===== config.mk =====
export PLATFORM = sky130hd
export DESIGN_NAME = image_writer
export DESIGN_NICKNAME = d
export VERILOG_FILES = /design/src/rtl/image_pkg.sv /design/src/rtl/image_line_packer.sv /design/src/rtl/image_writer.sv
export SDC_FILE = /design/constraint.sdc
export NUM_CORES = 1
export LEC_CHECK = 0
export ABC_AREA = 1
export BUFFER_PORTS_ARGS = -buffer_cell sky130_fd_sc_hd__buf_2
export CORE_ASPECT_RATIO = 1.25
export CORE_UTILIZATION = 50
export DETAILED_ROUTE_END_ITERATION = 12
export PLACE_DENSITY_LB_ADDON = 0.15
export SYNTH_ARGS = -nofsm -noshare
export SYNTH_HDL_FRONTEND = slang
export SYNTH_SLANG_ARGS = --single-unit

===== constraint.sdc =====
create_clock -name CLK -period 1.2 [get_ports CLK]
set_input_delay 0.24 -clock CLK [delete_from_list [all_inputs] [get_ports CLK]]
set_output_delay 0.24 -clock CLK [all_outputs]
set_load 0.1 [all_outputs]

===== src/rtl/image_pkg.sv =====
// Shared image-store definitions: geometry defaults, display colours and
// the writer state encoding.
package image_pkg;

    localparam int DEF_REDUCED_PIXELS = 19;
    localparam int DEF_REDUCED_LINES  = 10;

    localparam logic [7:0] FG_COLOUR = 8'hE0;
    localparam logic [7:0] BG_COLOUR = 8'h07;

    typedef enum logic [2:0] {
        ST_IDLE    = 3'd0,
        ST_COLLECT = 3'd1,
        ST_WRITE   = 3'd2,
        ST_CHECK   = 3'd3,
        ST_DONE    = 3'd4
    } writer_state_t;

    function automatic int bytes_for(input int pixels);
        return (pixels + 7) / 8;
    endfunction

    function automatic int addr_bits(input int depth);
        return ($clog2(depth) < 1) ? 1 : $clog2(depth);
    endfunction

endpackage


===== src/rtl/image_line_packer.sv =====
// Packs incoming pixel bytes into one line word; bits beyond the line
// width in the final byte are dropped.
module image_line_packer
    import image_pkg::*;
#(
    parameter int PIXELS = DEF_REDUCED_PIXELS,
    parameter int BYTES  = bytes_for(DEF_REDUCED_PIXELS)
) (
    input  logic              CLK,
    input  logic              RESET_N,
    input  logic              CE,
    input  logic              frame_start,
    input  logic              load,
    input  logic              clear,
    input  logic [7:0]        data,
    output logic [PIXELS-1:0] line_word,
    output logic              last_byte
);

    localparam int IDX_W = (BYTES < 2) ? 1 : $clog2(BYTES);

    logic [PIXELS-1:0] pack_q;
    logic [IDX_W-1:0]  idx_q;

    // Line word as it would look with the current byte merged in
    always_comb begin
        line_word = pack_q;
        for (int i = 0; i < PIXELS; i++) begin
            if (idx_q == IDX_W'(i / 8))
                line_word[i] = data[i % 8];
        end
    end

    assign last_byte = (idx_q == IDX_W'(BYTES - 1));

    always_ff @(posedge CLK or negedge RESET_N) begin
        if (!RESET_N) begin
            pack_q <= '0;
            idx_q  <= '0;
        end else if (CE) begin
            if (frame_start || clear) begin
                pack_q <= '0;
                idx_q  <= '0;
            end else if (load) begin
                pack_q <= line_word;
                idx_q  <= last_byte ? '0 : idx_q + 1'b1;
            end
        end
    end

endmodule


===== src/rtl/image_writer.sv =====
// Byte-stream to line-memory loader for the 1bpp image store.
// Optional trailing XOR checksum byte: define IMAGE_WRITER_CHECKSUM_EN.
module image_writer
    import image_pkg::*;
#(
    parameter  int REDUCED_PIXELS = DEF_REDUCED_PIXELS,
    parameter  int REDUCED_LINES  = DEF_REDUCED_LINES,
    localparam int BYTES_PER_LINE = bytes_for(REDUCED_PIXELS),
    localparam int ADDR_W         = addr_bits(REDUCED_LINES)
) (
    input  logic                      CLK,
    input  logic                      RESET_N,
    input  logic                      CE,
    input  logic                      START,
    input  logic [7:0]                DATA_IN,
    input  logic                      VALID_IN,
    output logic                      READY_OUT,
    output logic                      WR_EN,
    output logic [ADDR_W-1:0]         WR_ADDR,
    output logic [REDUCED_PIXELS-1:0] WR_DATA,
    output logic                      BUSY,
    output logic                      FRAME_DONE,
    output logic                      FRAME_ERR
);

    writer_state_t             state_q;
    logic [ADDR_W-1:0]         line_q;
    logic [ADDR_W-1:0]         wr_addr_q;
    logic [REDUCED_PIXELS-1:0] wr_data_q;
    logic [REDUCED_PIXELS-1:0] line_word;
    logic                      last_byte;
    logic                      xfer;
    logic                      byte_xfer;
    logic                      start_ok;
    logic                      last_line;

`ifdef IMAGE_WRITER_CHECKSUM_EN
    logic [7:0] xor_q;
    logic       err_q;
`endif

    assign READY_OUT = CE && (state_q == ST_COLLECT
                           || state_q == ST_CHECK);
    assign xfer      = VALID_IN && READY_OUT;
    assign byte_xfer = xfer && (state_q == ST_COLLECT);
    assign start_ok  = CE && START && (state_q == ST_IDLE);
    assign last_line = (line_q == ADDR_W'(REDUCED_LINES - 1));

    assign WR_EN      = CE && (state_q == ST_WRITE);
    assign FRAME_DONE = CE && (state_q == ST_DONE);
    assign BUSY       = (state_q != ST_IDLE);
    assign WR_ADDR    = wr_addr_q;
    assign WR_DATA    = wr_data_q;

`ifdef IMAGE_WRITER_CHECKSUM_EN
    assign FRAME_ERR = err_q;
`else
    assign FRAME_ERR = 1'b0;
`endif

    image_line_packer #(
        .PIXELS(REDUCED_PIXELS),
        .BYTES (BYTES_PER_LINE)
    ) u_packer (
        .CLK        (CLK),
        .RESET_N    (RESET_N),
        .CE         (CE),
        .frame_start(start_ok),
        .load       (byte_xfer),
        .clear      (state_q == ST_WRITE),
        .data       (DATA_IN),
        .line_word  (line_word),
        .last_byte  (last_byte)
    );

    always_ff @(posedge CLK or negedge RESET_N) begin
        if (!RESET_N) begin
            state_q   <= ST_IDLE;
            line_q    <= '0;
            wr_addr_q <= '0;
            wr_data_q <= '0;
`ifdef IMAGE_WRITER_CHECKSUM_EN
            xor_q     <= '0;
            err_q     <= 1'b0;
`endif
        end else if (CE) begin
            unique case (state_q)
                ST_IDLE: begin
                    if (START) begin
                        state_q <= ST_COLLECT;
                        line_q  <= '0;
`ifdef IMAGE_WRITER_CHECKSUM_EN
                        xor_q   <= '0;
                        err_q   <= 1'b0;
`endif
                    end
                end
                ST_COLLECT: begin
                    if (byte_xfer) begin
`ifdef IMAGE_WRITER_CHECKSUM_EN
                        xor_q <= xor_q ^ DATA_IN;
`endif
                        // Capture the finished line so it stays on the bus
                        if (last_byte) begin
                            wr_data_q <= line_word;
                            wr_addr_q <= line_q;
                            state_q   <= ST_WRITE;
                        end
                    end
                end
                ST_WRITE: begin
                    if (last_line) begin
`ifdef IMAGE_WRITER_CHECKSUM_EN
                        state_q <= ST_CHECK;
`else
                        state_q <= ST_DONE;
`endif
                    end else begin
                        line_q  <= line_q + 1'b1;
                        state_q <= ST_COLLECT;
                    end
                end
`ifdef IMAGE_WRITER_CHECKSUM_EN
                ST_CHECK: begin
                    if (xfer) begin
                        err_q   <= (DATA_IN != xor_q);
                        state_q <= ST_DONE;
                    end
                end
`endif
                ST_DONE: begin
                    state_q <= ST_IDLE;
                end
                default: begin
                    state_q <= ST_IDLE;
                end
            endcase
        end
    end

endmodule


### Yosys cells after proc, flatten, opt, wreduce, memory -nomap -nowiden

Index checks and enable logic that the tools add are counted.

| storage, ports and cells | value |
|---|---|
| output and inout bits | 28 |
| flip-flop bits (word level) | 51 |
| input port bits | 13 |
| word-level logic and storage cells | 69 |

| cells by class | value |
|---|---|
| add/sub/neg operators | 2 |
| reduce and logical (&&, ||, !) cells | 18 |
| eq/ne operators | 11 |
| mux-type cells | 32 |

Operator list:

| operator | number |
|---|---|
| 19-bit two-way mux | 2 |
| 1-bit two-way mux | 19 |
| 3-bit two-way mux | 4 |
| 4-bit AND reduction | 3 |
| 3-bit one-hot mux with 3 select lines | 1 |
| 4-bit two-way mux | 2 |
| 4-bit one-hot mux with 2 select lines | 1 |
| 1-bit logical AND | 7 |
| 3-bit by 2-bit == test with 1-bit output (second input constant) | 2 |
| 2-bit two-way mux | 3 |
| 2-bit != test (second input constant) | 3 |
| 4-bit by 1-bit adder with 4-bit output (second input constant) | 1 |
| 4-bit == test (second input constant) | 1 |
| 2-bit nonzero test | 2 |
| 3-bit by 1-bit == test with 1-bit output (second input constant) | 1 |
| 3-bit == test (second input constant) | 1 |
| 3-bit logical NOT | 1 |
| 3-bit nonzero test | 1 |
| 2-bit by 1-bit adder with 2-bit output (second input constant) | 1 |
| 2-bit by 1-bit == test with 1-bit output (second input constant) | 1 |
| 2-bit == test (second input constant) | 1 |
| 2-bit logical NOT | 1 |
| 1-bit logical OR | 2 |
| 2-bit by 1-bit != test with 1-bit output (second input constant) | 1 |
| 2-bit AND reduction | 1 |

### Logic depth before layout (Yosys ltp)

Gate-level depths: netlist of run 1.

| depth | value |
|---|---|
| word-level depth | 7 |
| mapped depth | 9 |
| depth with buffers taken out | 9 |

### By module

A second synthesis of run 1 with hierarchy kept.

| second synthesis, totals | value |
|---|---|
| cell total of the unflattened synthesis | 323 |
| area, all modules | 2,608.8 µm² |

Modules (own cells, without submodules):

| module | times used | cells an instance | area each (µm²) |
|---|---|---|---|
| image_writer | 1 | 163 | 1,438.9 |
| image_line_packer | 1 | 160 | 1,169.9 |

### Worst setup path before layout of run 1

No wires, ideal clock.

| path | value |
|---|---|
| path type | register to output |
| start | reg state_q[0] |
| end | out FRAME_DONE |
| setup slack | -2.399 ns |
| stages on the path, launching flop included | 2 |
| arrival time | 3.359 ns |
| path buffers | 0 |
| path through | dfrtp_1 -> nor4_1 |

| on the way | value |
|---|---|
| cells in the longest elaborated chain, start to end | 2 |

RTL lines:

| what | RTL line | text |
|---|---|---|
| from (decl) | image_writer.sv:26 | `writer_state_t state_q;` |
| from (signal assigned) | image_writer.sv:78 | `state_q <= ST_IDLE;` |
| from (signal assigned) | image_writer.sv:90 | `state_q <= ST_COLLECT;` |
| from (signal assigned) | image_writer.sv:107 | `state_q <= ST_WRITE;` |
| 3-bit == test | image_writer.sv:50 | `assign FRAME_DONE = CE && (state_q == ST_DONE);` |
| 1-bit logical AND | image_writer.sv:50 |  |
| to (decl) | image_writer.sv:22 | `output logic FRAME_DONE,` |

No other way between the ends.

### Final worst setup path of run 1

| path | value |
|---|---|
| start | reg state_q[2] |
| end | out FRAME_DONE |

Same word-level chain as after synthesis.

==> results of run 1 <==
power breakdown:
| part | internal, mW | switching, mW | leakage, nW | total (mW) |
|---|---|---|---|---|
| clock network | 0.391 | 0.551 | 0.0371 | 0.942 |
| registers | 2.37 | 0.687 | 0.632 | 3.06 |
| logic | 2.68 | 4.52 | 1.35 | 7.20 |
| total | 5.44 | 5.76 | 2.02 | 11.2 |
registers in the layout (all words and copies together), names as in the netlist:
signal / cells
WR_ADDR: 4
WR_DATA: 19
line_q: 4
state_q: 3
u_packer.idx_q: 2
u_packer.pack_q: 19
worst max-delay path: stages, from the launching register on:
cell	delay, ns
dfrtp_2	0.44
inv_4	0.07
nor4_4	0.35
buf_12	0.22
timing repair:
action | in CTS | in global routing
hold buffers | 1 | 0
setup endpoints to repair | 55 | 61
buffers inserted | 8 | 8
endpoints found under the hold margin | 51 | 0
resized for setup | 70 | 66
gates cloned | 6 | 1
pin swaps | 6 | 7
kinds of logic after synthesis:
logic type      Yosys count  synth area share
xor+xnor                  1           0.00352
compound gates           45            0.0906
fa+ha+maj                 2            0.0101
other cells               1           0.00151
simple gates            177             0.289
buf+inv                  48            0.0921
flops                    51             0.513
worst max-delay path by stage:
stage | from | end | slack, ns | cells past startpoint
after CTS | state_q[2] | FRAME_DONE | -0.43 | 3
after global routing | state_q[0] | WR_EN | -0.48 | 4
after floorplan | state_q[2] | FRAME_DONE | -0.59 | 2
after detailed placement | state_q[0] | line_q[1] | -0.24 | 4
final | state_q[2] | FRAME_DONE | -0.44 | 3
after global placement | state_q[0] | line_q[1] | -0.15 | 4
per-stage QoR:
| stage | TNS (ns) | hold WS (ns) | cell area, um^2 |
|---|---|---|---|
| after floorplan | -14.21 | -0.0556 | 2530 |
| after global placement | -5.76 | 0.255 | 3370 |
| after detailed placement | -7.85 | 0.254 | 3370 |
| after CTS | -11.25 | 0.181 | 3890 |
| after global routing | -19.85 | 0.247 | 4130 |
| final | -17.40 | 0.254 | 4130 |
metal layers:
layer / GRT usage / wire length [um] / up-vias
li1: - / - / 1184
met1: 0.414 / 3480 / 1347
met2: 0.600 / 4890 / 155
met3: 0.0576 / 512 / 40
met4: 0.141 / 345 / 0
met5: 0 / 0 / -
layout by cell type, fill, tap and decap left out:
cell,n
or2_2,1
buf_2,12
nand2_2,15
nand3_1,23
clkinvlp_4,1
buf_12,34
nand2_1,79
buf_16,4
o21ai_1,16
buf_4,33
nor2_4,3
conb_1,1
inv_4,1
nand3_4,2
nand3_2,2
clkbuf_8,5
dfrtp_1,30
buf_6,6
inv_1,26
dlygate4sd3_1,1
ha_1,2
o21ai_2,17
xnor2_1,1
dfrtp_2,21
nor2_2,2
nor4_4,1
inv_2,4
o21ai_0,12
nand2_4,22
clkbuf_16,1
clkbuf_1,1
nand4_1,3
nor2_1,24
bufbuf_16,1
cell type report:
type	count	area, um^2
fill	216	637
clock buffer	6	72.6
multi-input combinational	226	1320
sequential	51	1300
timing repair buffer	92	1230
inverter	32	126
tap	60	75.1
==> run metrics, run 1 <==
status=complete, but fails checks; failing checks=setup timing; maxcap violations=0; CP Data Arrival Time=1.40 ns; Antenna Violating Nets Remaining=0; TritonRoute pass-1 iters=5; Tot GR Track Use=0.342; fin crit period=1.64 ns; crit start category=flop; fin worst setup slack=-0.443 ns; RR Endpoint=WR_DATA[12]; first-pass GRT wire length=13300 um; Primary FF master, synth=dfrtp_1; Final Util=0.866; die extent in y=80.8 um; Port Buffer Count=39; Iteration-0 DRC Markers=195; Final Non-Filler Cells=467; Core Region=0.00476 mm^2; n_diodes=0; Total Die Area=0.00526 mm^2; hpwl dp=4570 um; Rows=28; crit path max fanout=3; peak supply drop=1.77 mV; Leakage=2.02 nW; Slew Viols, Final=0; share of post-route cells with drive strength above 1=0.462; PwrDens=2710 mW/mm^2; Inserted Clock Buffers=5; vias in the first global route=2655; Synth Cell Area=0.00249 mm^2; flops & latches, synth=51; Vias/cell=5.84; Unique masters post-synth=19; warnings from Yosys=0; Worst Hold Path EP=state_q[1]; Power, Total=11.2 mW; RePlAce Congestion=0.868; CP Class=flop to output pin; Mapped Avg Cell Area=7.65 um^2; area added between synthesis and finish=66.0%; Setup violations, final=55; largest net degree at the start of global routing=52; count leader, synth=nand2_1; number of synthesized flops with an enable pin=0; r2r startpoint=state_q[2]; pre-CTS worst setup slack=-0.244 ns; Initial Util=0.522; routed wire length=9220 um; sequential fraction of the synthesis area=0.513; clk root buf=clkbuf_8; worst skew pair latency=0.31 ns; vias=2726; proportion of netlist area held by the largest area contributor=0.513; synth cell count leaders=nand2_1, dfrtp_1, inv_1; antenna violations before repair=0; unrepaired setup endpoints after global routing=true; Clock Path Buffers=2; clock skew=0.0119 ns; worst hold start=CE; leading area contributor after synthesis=dfrtp_1; ys async rst share=1.00; I/O pin cnt=41; crit share post-route=1.37; CTS H-tree lvls=2; syn_nets=340; R2R setup slack=-0.42 ns; Num Clock Sinks=51; synthesized instance count=325; Die W=65.1 um; number of remaining DRC errors=0; Final Hold Vio Count=0; reg2reg path depth=8; Routed WL per cell=19.8 um; GRT overflow=0; TritonCTS clock tree=yes; Final Net Count=423; Req. time, crit path=0.96 ns; Hold Crit Class=input port to flop; fmax=609 MHz; Hold Path Depth=2; placed cell count=442; clock slew at reported path FFs=0.09 ns; crit path capture type=output pin; leading post-synthesis cells by cell area=dfrtp_1, nand2_1, nand3_1
No activity file was read; power rests on OpenSTA's default activity.
==> run 2, diff against run 1 <==
- SETUP_SLACK_MARGIN: not set -> 0.15
==> run 2 against run 1 <==
  * The flow still finishes with violations (setup timing)
  * Design area up 11%
  * Routed wire length grew 54%
  * Count of clock-buffer cells in the layout rose by 2
  * Utilization grew 9.9 points
  * Largest cell class unchanged
  * Largest power group unchanged
==> run metrics, run 2 (synthesis results as in run 1) <==
status=complete, but fails checks; failing checks=setup timing; CP Class=flop to flop; placed cell count=444 (+0.45%); r2r startpoint=state_q[0]; number of remaining DRC errors=0 (unchanged); peak supply drop=2.12 mV (+20%); most common cell after layout, fill and taps aside=nand2_1; fillcell total=91 (-58%); Post-DP Area=0.00342 mm^2 (+1.3%); Final Net Count=450 (+6.4%); crit path max fanout=6 (+3); first-pass GRT wire length=13800 um (+3.7%); Inserted Clock Buffers=5 (unchanged); Tot GR Track Use=0.357 (+0.0156); crit share post-route=1.56 (+0.186); worst-margin pin slew=0.700 ns; Setup violations, final=64 (+16%); Num Clock Sinks=51 (unchanged); n_diodes=0 (unchanged); Port Buffer Count=39 (unchanged); Design Area, Final=0.00460 mm^2 (+11%); RePlAce Congestion=0.826 (-4.8%); Final Hold Vio Count=0 (unchanged); I/O pin cnt=41 (unchanged); Req. time, crit path=1.41 ns (+0.45 ns); Slew headroom=0.529; Final Non-Filler Cells=496 (+6.2%); antenna violations before repair=0 (unchanged); CP Data Arrival Time=2.08 ns (+0.68 ns); Iteration-0 DRC Markers=588 (+200%); Hold Path Depth=3 (+1); maxcap violations=0 (unchanged); Initial Util=0.522 (unchanged); reg2reg path depth=11 (+3); vias in the first global route=2825 (+6.4%); area added between synthesis and finish=85.1%; worst hold start=DATA_IN[7]; crit path capture type=flop; RR Endpoint=u_packer.pack_q[18]; Hold Crit Class=input port to flop; Die W=65.1 um (unchanged); TritonRoute pass-1 iters=5 (unchanged); TritonCTS clock tree=yes; hold_ws=0.347 ns (+0.0924 ns); R2R setup slack=-0.67 ns (-0.25 ns); routed wire length=14200 um (+54%); Leakage=2.23 nW (+10%); most frequent cells in the layout=nand2_1, buf_4, nand2_2; Slew Viols, Final=0 (unchanged); clock slew at reported path FFs=0.12 ns (+0.03 ns); Routed WL per cell=28.7 um (+45%); clk root buf=clkbuf_8; fmax=536 MHz (-12%); unrepaired setup endpoints after global routing=true; Antenna Violating Nets Remaining=0 (unchanged); Core Region=0.00476 mm^2 (unchanged); worst skew pair latency=0.34 ns (+0.03 ns); fin worst setup slack=-0.666 ns (-0.223 ns); CTS H-tree lvls=2 (unchanged); PwrDens=2870 mW/mm^2 (+5.9%); Rows=28 (unchanged); Worst Hold Path EP=WR_DATA[15]; Total Die Area=0.00526 mm^2 (unchanged); Vias/cell=6.84 (+17%); vias=3395 (+25%); largest net degree at the start of global routing=23 (-56%); Clock Path Buffers=2 (unchanged); GRT overflow=0 (unchanged); hpwl dp=4560 um (-0.32%); fin crit period=1.87 ns (+0.223 ns); share of post-route cells with drive strength above 1=0.589 (+0.128); die extent in y=80.8 um (unchanged); clock skew=0.0263 ns (+0.0144 ns); crit start category=flop
[run 2: cell types whose count changed in the layout (fill, tap and decap cells not counted), sizes merged]
cell    delta
buf       +26
clkbuf     +4
bufbuf     -1
[run 2: final cells by class]
type                            instances  area (um^2)  area share
Sequential cell                        51         1310       0.284
Timing Repair Buffer                  119         1480       0.323
Clock buffer                            8          100      0.0218
Tap cell                               60         75.1      0.0163
Multi-Input combinational cell        226         1500       0.327
Inverter                               32          131      0.0286
[run 2: worst max path at each step]
| stage | start | endpoint | slack (ns) | cells past startpoint |
|---|---|---|---|---|
| CTS | state_q[2] | FRAME_DONE | -0.42 | 3 |
| floorplan | state_q[2] | FRAME_DONE | -0.59 | 2 |
| detailed placement | state_q[0] | WR_EN | -0.21 | 4 |
| global route | state_q[0] | u_packer.pack_q[18] | -0.82 | 11 |
| finish | state_q[0] | u_packer.pack_q[18] | -0.67 | 11 |
| global placement | state_q[0] | line_q[2] | -0.15 | 8 |
[run 2: through the flow]
stage	utilization	worst slack (ns)	setup TNS (ns)	power, mW
2_1_floorplan	-	-0.595	-14.09	6.60
3_3_place_gp	0.717	-0.155	-5.86	8.70
3_5_place_dp	0.717	-0.205	-7.61	8.84
4_1_cts	0.841	-0.416	-13.35	10.7
5_1_grt	0.966	-0.821	-28.11	13.4
6_report	0.966	-0.666	-27.56	13.2
[run 2: layer usage]
metal	global-route usage	part of all wire
met1	0.415	0.31
met2	0.608	0.45
met3	0.0758	0.13
met4	0.209	0.10
met5	0	0
[run 2: report_power, final]
group | total (mW) | switching (mW) | leakage [nW] | internal (mW)
Sequential | 3.12 | 0.738 | 0.628 | 2.38
Combinational | 8.90 | 5.71 | 1.55 | 3.19
Clock | 1.20 | 0.667 | 0.0515 | 0.530
Total | 13.2 | 7.11 | 2.23 | 6.10
[run 2: critical path: stages, from the launching register on]
cell and delay (ns):
dfrtp_2 0.50, nor2_4 0.19, buf_6 0.12, buf_6 0.09, buf_6 0.09, nand2_4 0.06
inv_6 0.09, buf_6 0.13, buf_8 0.16, nor2_1 0.08, nand2_1 0.13, nand2_1 0.10
[run 2: timing repair]
action	in CTS	in global routing
buffers inserted	21	12
resized for setup	68	111
cloned	6	4
endpoints found under the hold margin	9	0
setup endpoints to repair	78	78
hold buffers	1	0
pin swaps	12	25
